**src/rtl/alu_rr_arbiter_if.sv**
```systemverilog
// alu_rr_arbiter_if: requester-side bus of the shared-ALU arbiter.
//   req_valid/req_ready : per-requester request handshake (ready is one-hot)
//   req_op/in0/in1      : flattened per-requester payload, requester i at slice i
//   rsp_valid/rsp_ready : per-requester response handshake (valid is one-hot)
//   rsp_data/rsp_err    : buffered result shared by all requesters
// master = requester side, slave = arbiter side.
interface alu_rr_arbiter_if #(
  parameter int N_BITS  = 32,
  parameter int NUM_REQ = 4
);
  logic [NUM_REQ-1:0]        req_valid;
  logic [NUM_REQ-1:0]        req_ready;
  logic [4*NUM_REQ-1:0]      req_op;
  logic [N_BITS*NUM_REQ-1:0] req_in0;
  logic [N_BITS*NUM_REQ-1:0] req_in1;
  logic [NUM_REQ-1:0]        rsp_valid;
  logic [NUM_REQ-1:0]        rsp_ready;
  logic [N_BITS-1:0]         rsp_data;
  logic                      rsp_err;

  modport master (
    output req_valid, req_op, req_in0, req_in1, rsp_ready,
    input  req_ready, rsp_valid, rsp_data, rsp_err
  );

  modport slave (
    input  req_valid, req_op, req_in0, req_in1, rsp_ready,
    output req_ready, rsp_valid, rsp_data, rsp_err
  );
endinterface

```
**src/rtl/alu_rr_arbiter.sv**
```systemverilog
// alu_rr_arbiter: shares one combinational RV32I ALU between NUM_REQ requesters.
// Round-robin grant into a one-entry registered response buffer; a buffered
// response can drain and be refilled in the same cycle (1 result/cycle).
// Ports:
//   clk, rst_n      : clock, async active-low reset
//   bus (slave)     : requester handshake/payload and response buffer outputs
//   alu_op/in0/in1  : drive to the external ALU (zeroed when nothing is granted)
//   alu_out         : combinational ALU result, captured on the accept edge
module alu_rr_arbiter #(
  parameter int N_BITS  = 32,
  parameter int NUM_REQ = 4
) (
  input  logic              clk,
  input  logic              rst_n,
  alu_rr_arbiter_if.slave   bus,
  output logic [3:0]        alu_op,
  output logic [N_BITS-1:0] alu_in0,
  output logic [N_BITS-1:0] alu_in1,
  input  logic [N_BITS-1:0] alu_out
);
  localparam int IDX_W = (NUM_REQ > 1) ? $clog2(NUM_REQ) : 1;

  typedef enum logic {EMPTY = 1'b0, FULL = 1'b1} buf_state_e;

  buf_state_e         state_q, state_d;
  logic [IDX_W-1:0]   ptr_q, ptr_d;
  logic [NUM_REQ-1:0] rsp_valid_q, rsp_valid_d;
  logic [N_BITS-1:0]  rsp_data_q, rsp_data_d;
  logic               rsp_err_q, rsp_err_d;

  logic               fire_rsp, can_accept;
  logic               gnt_vld;
  logic [IDX_W-1:0]   gnt_idx;
  logic [NUM_REQ-1:0] gnt;
  logic [IDX_W:0]     scan_idx;
  logic [3:0]         op_sel;
  logic [N_BITS-1:0]  in0_sel, in1_sel;
  logic               op_ok;

  function automatic logic op_legal(input logic [3:0] op);
    case (op)
      4'b0000, 4'b0001, 4'b0010, 4'b0100, 4'b0110,
      4'b1000, 4'b1010, 4'b1011, 4'b1100, 4'b1110: return 1'b1;
      default:                                       return 1'b0;
    endcase
  endfunction

  // Rotating priority scan starting at ptr_q; scan_idx is one bit wider so
  // ptr+k can be folded back below NUM_REQ without a modulo.
  always_comb begin
    fire_rsp   = |(rsp_valid_q & bus.rsp_ready);
    can_accept = (state_q == EMPTY) || fire_rsp;
    gnt_vld    = 1'b0;
    gnt_idx    = '0;
    scan_idx   = '0;
    for (int k = 0; k < NUM_REQ; k++) begin
      scan_idx = {1'b0, ptr_q} + (IDX_W+1)'(k);
      if (scan_idx >= (IDX_W+1)'(NUM_REQ))
        scan_idx = scan_idx - (IDX_W+1)'(NUM_REQ);
      if (can_accept && !gnt_vld && bus.req_valid[scan_idx[IDX_W-1:0]]) begin
        gnt_vld = 1'b1;
        gnt_idx = scan_idx[IDX_W-1:0];
      end
    end
    gnt          = '0;
    gnt[gnt_idx] = gnt_vld;
  end

  always_comb begin
    op_sel  = bus.req_op[{gnt_idx, 2'b00} +: 4];
    in0_sel = bus.req_in0[32'(gnt_idx)*N_BITS +: N_BITS];
    in1_sel = bus.req_in1[32'(gnt_idx)*N_BITS +: N_BITS];
    op_ok   = op_legal(op_sel);
    // Quiet bus when idle so the ALU inputs don't toggle on stale payloads.
    alu_op  = gnt_vld ? op_sel  : 4'b0000;
    alu_in0 = gnt_vld ? in0_sel : '0;
    alu_in1 = gnt_vld ? in1_sel : '0;
  end

  always_comb begin
    state_d     = state_q;
    ptr_d       = ptr_q;
    rsp_valid_d = rsp_valid_q;
    rsp_data_d  = rsp_data_q;
    rsp_err_d   = rsp_err_q;
    if (gnt_vld) begin
      state_d     = FULL;
      rsp_valid_d = gnt;
      rsp_data_d  = op_ok ? alu_out : '0;
      rsp_err_d   = !op_ok;
      ptr_d       = (gnt_idx == IDX_W'(NUM_REQ-1)) ? '0 : gnt_idx + 1'b1;
    end else if (fire_rsp) begin
      // Drain only: data/err keep their last value.
      state_d     = EMPTY;
      rsp_valid_d = '0;
    end
  end

  always_ff @(posedge clk or negedge rst_n) begin
    if (!rst_n) begin
      state_q     <= EMPTY;
      ptr_q       <= '0;
      rsp_valid_q <= '0;
      rsp_data_q  <= '0;
      rsp_err_q   <= 1'b0;
    end else begin
      state_q     <= state_d;
      ptr_q       <= ptr_d;
      rsp_valid_q <= rsp_valid_d;
      rsp_data_q  <= rsp_data_d;
      rsp_err_q   <= rsp_err_d;
    end
  end

  assign bus.req_ready = gnt;
  assign bus.rsp_valid = rsp_valid_q;
  assign bus.rsp_data  = rsp_data_q;
  assign bus.rsp_err   = rsp_err_q;
endmodule
```
**src/flat_wrapper.sv**
```systemverilog
// flat-port wrapper written by rule: the top's interface ports become plain ports
module alu_rr_arbiter_flat 
#(
  parameter int N_BITS  = 32,
  parameter int NUM_REQ = 4
)
  (clk, rst_n, alu_op, alu_in0, alu_in1, alu_out, bus_req_valid, bus_req_op, bus_req_in0, bus_req_in1, bus_rsp_ready, bus_req_ready, bus_rsp_valid, bus_rsp_data, bus_rsp_err);
  alu_rr_arbiter_if #(.N_BITS(N_BITS), .NUM_REQ(NUM_REQ)) bus_i ();
  input  logic clk;
  input  logic rst_n;
  output logic [3:0] alu_op;
  output logic [N_BITS-1:0] alu_in0;
  output logic [N_BITS-1:0] alu_in1;
  input  logic [N_BITS-1:0] alu_out;
  input wire logic [$bits(bus_i.req_valid)-1:0] bus_req_valid;
  input wire logic [$bits(bus_i.req_op)-1:0] bus_req_op;
  input wire logic [$bits(bus_i.req_in0)-1:0] bus_req_in0;
  input wire logic [$bits(bus_i.req_in1)-1:0] bus_req_in1;
  input wire logic [$bits(bus_i.rsp_ready)-1:0] bus_rsp_ready;
  output wire logic [$bits(bus_i.req_ready)-1:0] bus_req_ready;
  output wire logic [$bits(bus_i.rsp_valid)-1:0] bus_rsp_valid;
  output wire logic [$bits(bus_i.rsp_data)-1:0] bus_rsp_data;
  output wire logic [$bits(bus_i.rsp_err)-1:0] bus_rsp_err;
  assign bus_i.req_valid = bus_req_valid;
  assign bus_i.req_op = bus_req_op;
  assign bus_i.req_in0 = bus_req_in0;
  assign bus_i.req_in1 = bus_req_in1;
  assign bus_i.rsp_ready = bus_rsp_ready;
  assign bus_req_ready = bus_i.req_ready;
  assign bus_rsp_valid = bus_i.rsp_valid;
  assign bus_rsp_data = bus_i.rsp_data;
  assign bus_rsp_err = bus_i.rsp_err;
  alu_rr_arbiter #(.N_BITS(N_BITS), .NUM_REQ(NUM_REQ)) u_core (.clk(clk), .rst_n(rst_n), .bus(bus_i), .alu_op(alu_op), .alu_in0(alu_in0), .alu_in1(alu_in1), .alu_out(alu_out));
endmodule
```
**config.mk**
```make
export PLATFORM = sky130hd
export DESIGN_NAME = alu_rr_arbiter_flat
export DESIGN_NICKNAME = d
export VERILOG_FILES = /design/src/rtl/alu_rr_arbiter_if.sv /design/src/rtl/alu_rr_arbiter.sv /design/src/flat_wrapper.sv
export SDC_FILE = /design/constraint.sdc
export NUM_CORES = 1
export LEC_CHECK = 0
export CAP_MARGIN = 20
export CELL_PAD_IN_SITES_DETAIL_PLACEMENT = 0
export CELL_PAD_IN_SITES_GLOBAL_PLACEMENT = 1
export CORE_AREA = 2 2 162 164
export CTS_CLUSTER_DIAMETER = 120
export DETAILED_ROUTE_END_ITERATION = 16
export DIE_AREA = 0 0 164 166
export GPL_TIMING_DRIVEN = 0
export HOLD_SLACK_MARGIN = 0.02
export PLACE_DENSITY = 0.84
export SKIP_CTS_REPAIR_TIMING = 1
export SLEW_MARGIN = 20
export SYNTH_ARGS = -nofsm -noshare
export SYNTH_HDL_FRONTEND = slang
export SYNTH_SLANG_ARGS = --single-unit
```
**constraint.sdc**
```tcl
create_clock -name clk -period 6.6 [get_ports clk]
set_clock_uncertainty 0.05 [all_clocks]
set_input_delay 1.32 -clock clk [delete_from_list [all_inputs] [get_ports clk]]
set_output_delay 1.32 -clock clk [all_outputs]
set_load 0.03 [all_outputs]
```
==> summary by stage <==
Run status
The run finished with clean final reports.

Layout
The final layout contains 1466 nets. The final instance area is roughly 10000 um2. The layout-stage area growth over the synthesis result is 98.2%. After filler insertion, the fill cell instance count of the layout stands at 2664. The share of final-layout standard cells stronger than drive strength 1 is ~7.7%.

Clock network
TritonCTS built the clock tree. Counting the buffers created by CTS gives 5. The insertion delay to the later sink of the worst-skew pair is 0.29 ns.

After clock tree synthesis, the clock-pin slew on the worst setup and hold paths is around 0.06 ns. The maximum number of buffers from clock root to sink is 2. Counting every sink on the clock net gives 40.

The clock tree root buffer cell is sky130_fd_sc_hd__clkbuf_16. The CTS H-tree depth is 2.

STA
The clock period minus final worst setup slack is between 6 and 7 ns. The number of hold violations in the final report came to 0. The final cycle utilization of the critical path is ~95%. Setup repair after global routing left no endpoint under its margin. Timing would allow up to 0.159 GHz. The worst pin sits at a relative slew slack of roughly 29%. In the post-route analysis, the smallest setup slack over all paths is 0.319 ns.

The max-slew violation total from the final report is 0. The transition time at the pin with the least slew margin is 1.06 ns. Setup violations remaining at the end of the flow were counted as 0.

GRT
For this run, the total global-route usage over all layers was measured as 20.6%. The total overflow left after global routing is 0. The via count of the first global-routing pass is around 7100. The initial antenna violation count is 1. The largest net degree at the start of global routing is 24.

The first global-routing pass estimated about 43000 um of wire.

Synthesis
Synthesis instantiated 49 different standard cells from the library. The share of Yosys cell area claimed by the top area cell type is ~22%. Counting every instance in the synthesized netlist gives 718. The mean instance size in the synthesized netlist is about 6.8 um2.

In this run, synthesis produced a sequential element count of 40. The most used flip-flop cell after synthesis is sky130_fd_sc_hd__dfrtp_1. In the synthesized netlist, the cells that appear most often are sky130_fd_sc_hd__nand2_1, sky130_fd_sc_hd__and3_1, sky130_fd_sc_hd__o211ai_1. The most numerous cell in the Yosys netlist is sky130_fd_sc_hd__nand2_1. The number of nets in the synthesized netlist is slightly above 1000. The cell area that synthesis handed to floorplanning was about 4900 um2. After synthesis, the share of flip-flops with an asynchronous set or reset is 100%. The number of synthesis warnings is 0. Summing the sequential cell areas from Yosys gives approximately 20% of the chip area. Sorting the synthesized cells by area gives the leading types as sky130_fd_sc_hd__nand2_1, sky130_fd_sc_hd__dfrtp_1, sky130_fd_sc_hd__a311oi_1, sky130_fd_sc_hd__o211ai_1, sky130_fd_sc_hd__and3_1. Yosys mapped a number of flops with a built-in enable equal to 0. Of all cell types, the one taking the most synthesized area is sky130_fd_sc_hd__nand2_1.

Die
The initial core utilization is approximately a fifth. The region available for standard cell placement spans about 26000 um2. The die width is about 160 um. The row count is 59.

The floorplan step defined a die boundary enclosing 27200 um2. The number of top-level pins is roughly 420. The chip height is between 150 and 200 um.

Job
The count of max-cap constraint violations is 0.

Power
The power density of the placed cells is about 370 nW/um2. The worst-case vdd ir drop is roughly 0.27 mV. The leakage power of the design is between 0.003 and 0.004 uW.

Route
Dividing the detail-routed via count by the number of cells gives just under 5. The detailed-route wire length is 29800 um. The number of detailed-routing iterations run before antenna repair is 5. For this run, design rule violations remaining after detail routing come to 0.

The uppermost metal layer occupied by signal nets is met4. Detailed routing inserted a total of between 7000 and 8000 vias. The post-detailed-route count of antenna-violating nets is 0.

After detailed routing, the wire length on met1 is approximately 12000 um. The detailed router's first-iteration violation count is between 600 and 700. Wire segments on met2 add up to 14300 um in the final route. The post-detailed-route wirelength per cell is 20.1 um. The met3 routed wirelength is 2630 um.

Worst setup path
STA puts the critical path data arrival time at between 4 and 5 ns. The family of cells with the greatest summed delay on the critical path is buffers and inverters. Walking the worst path, the cells encountered are clkdlybuf4s50_1, and2b_1, nand2_1, o31ai_2, nor3_4, inv_2, clkbuf_2, clkbuf_2, nand2_1, and3_1, a311oi_1, clkdlybuf4s50_1. STA classifies the critical path startpoint as a primary input. The largest individual stage delay along the critical path comes from the cell sky130_fd_sc_hd__clkdlybuf4s50_1. The kind of end point of the critical path is an output pin. On the worst path, the slowest cell contributes a delay of 0.75 ns. The critical path is of the primary input to output pin type.

The number of buffers and inverters on the critical path is 5. The worst endpoint required time is ~5.2 ns. The peak fanout along the critical path is 10.

Min path
The worst hold path belongs to the class register to register.

Placement
The worst setup timing slack at the placement stage is -0.413 ns. At the end of routability-driven placement, the weighted congestion stood at around 0.9. The placed instances occupy a cell area of around 9600 um2. Port buffering added 420 buffers. The half-perimeter wire length after placement is 24100 um.
tightest hold or removal path, cell delays in order (launching register included):
cell and delay [ns]:
sky130_fd_sc_hd__dfrtp_1 0.34, sky130_fd_sc_hd__nand2_1 0.06, sky130_fd_sc_hd__o211ai_2 0.05
layout make-up:
| type | instances | area [um2] | area share [%] |
|---|---|---|---|
| clock buffer | 8 | 146 | 1.50 |
| sequential | 40 | 1000 | 10.3 |
| timing repair buffer | 423 | 4240 | 43.5 |
| antenna | 1 | 2.50 | 0.0257 |
| tap | 335 | 419 | 4.30 |
| inverter | 3 | 11.3 | 0.116 |
| multi-input combinational | 593 | 3560 | 36.5 |
| buffer | 82 | 369 | 3.79 |
state kept, by name (all words and copies together), names as in the netlist:
signal and flops:
u_core.bus.rsp_err 1, u_core.bus.rsp_valid 4, u_core.bus.rsp_data 32, u_core.state_q 1, u_core.ptr_q 2
routing by layer:
metal	global-route usage (%)	up-vias
met1	25.8	3437
met5	0	-
met2	36.1	382
li1	-	3488
met3	4.45	34
met4	4.54	0
logic make-up after synthesis:
logic type,share of synthesized area [%]
AND/OR/NAND/NOR,35.3
AO/OA/AOI/OAI,35.3
buffers and inverters,7.43
flip-flops,20.4
adder cells (fa/ha/maj),1.02
XOR/XNOR,0.331
multiplexers,0.229
power breakdown:
part           internal (uW)  total [uW]  switching (uW)  leakage [uW]
sequential               352         418            66.5      0.000506
combinational           1090        2900            1810       0.00337
clock                    151         254             103     0.0000712
cells in the final DEF (no fill, tap or decap), types with 12 or more instances in the layout:
master / synthesis / layout
sky130_fd_sc_hd__buf_2: 13 / 14
sky130_fd_sc_hd__a311oi_1: 64 / 63
sky130_fd_sc_hd__dfrtp_1: 40 / 40
sky130_fd_sc_hd__nand2_1: 294 / 294
sky130_fd_sc_hd__o211ai_1: 66 / 66
sky130_fd_sc_hd__clkdlybuf4s50_1: 0 / 419
sky130_fd_sc_hd__and3_1: 67 / 67
sky130_fd_sc_hd__clkbuf_1: 61 / 52
sky130_fd_sc_hd__o211ai_2: 30 / 30
sky130_fd_sc_hd__clkbuf_2: 0 / 12
final timing paths:
kind | to | slack, ns | cells after the start | startpoint
max in group asynchronous | u_core.bus.rsp_data[7] | 4.99 | 2 | rst_n
min | u_core.bus.rsp_data[17] | 0.44 | 2 | u_core.bus.rsp_data[17]
max | alu_in0[18] | 0.32 | 12 | bus_req_valid[0]
min reg2reg | u_core.bus.rsp_data[17] | 0.44 | 2 | u_core.bus.rsp_data[17]
min in group asynchronous | u_core.bus.rsp_data[27] | 0.99 | 1 | rst_n
max reg2reg | u_core.bus.rsp_data[12] | 3.40 | 11 | u_core.ptr_q[1]
metrics by stage:
stage | cells | hold slack [ns] | setup TNS, ns | total power [uW] | util, %
after floorplan | 718 | 0.560 | 0 | 2090 | -
after global placement | 1473 | 0.420 | -3.19 | 3300 | 37.2
after detailed placement | 1474 | 0.422 | -3.00 | 3310 | 37.3
after CTS | 1482 | 0.441 | -3.58 | 3580 | 37.9
after global routing | 1485 | 0.456 | 0 | 3790 | 38.1
final | 1485 | 0.436 | 0 | 3570 | 38.1
No activity file was read; power rests on OpenSTA's default activity.
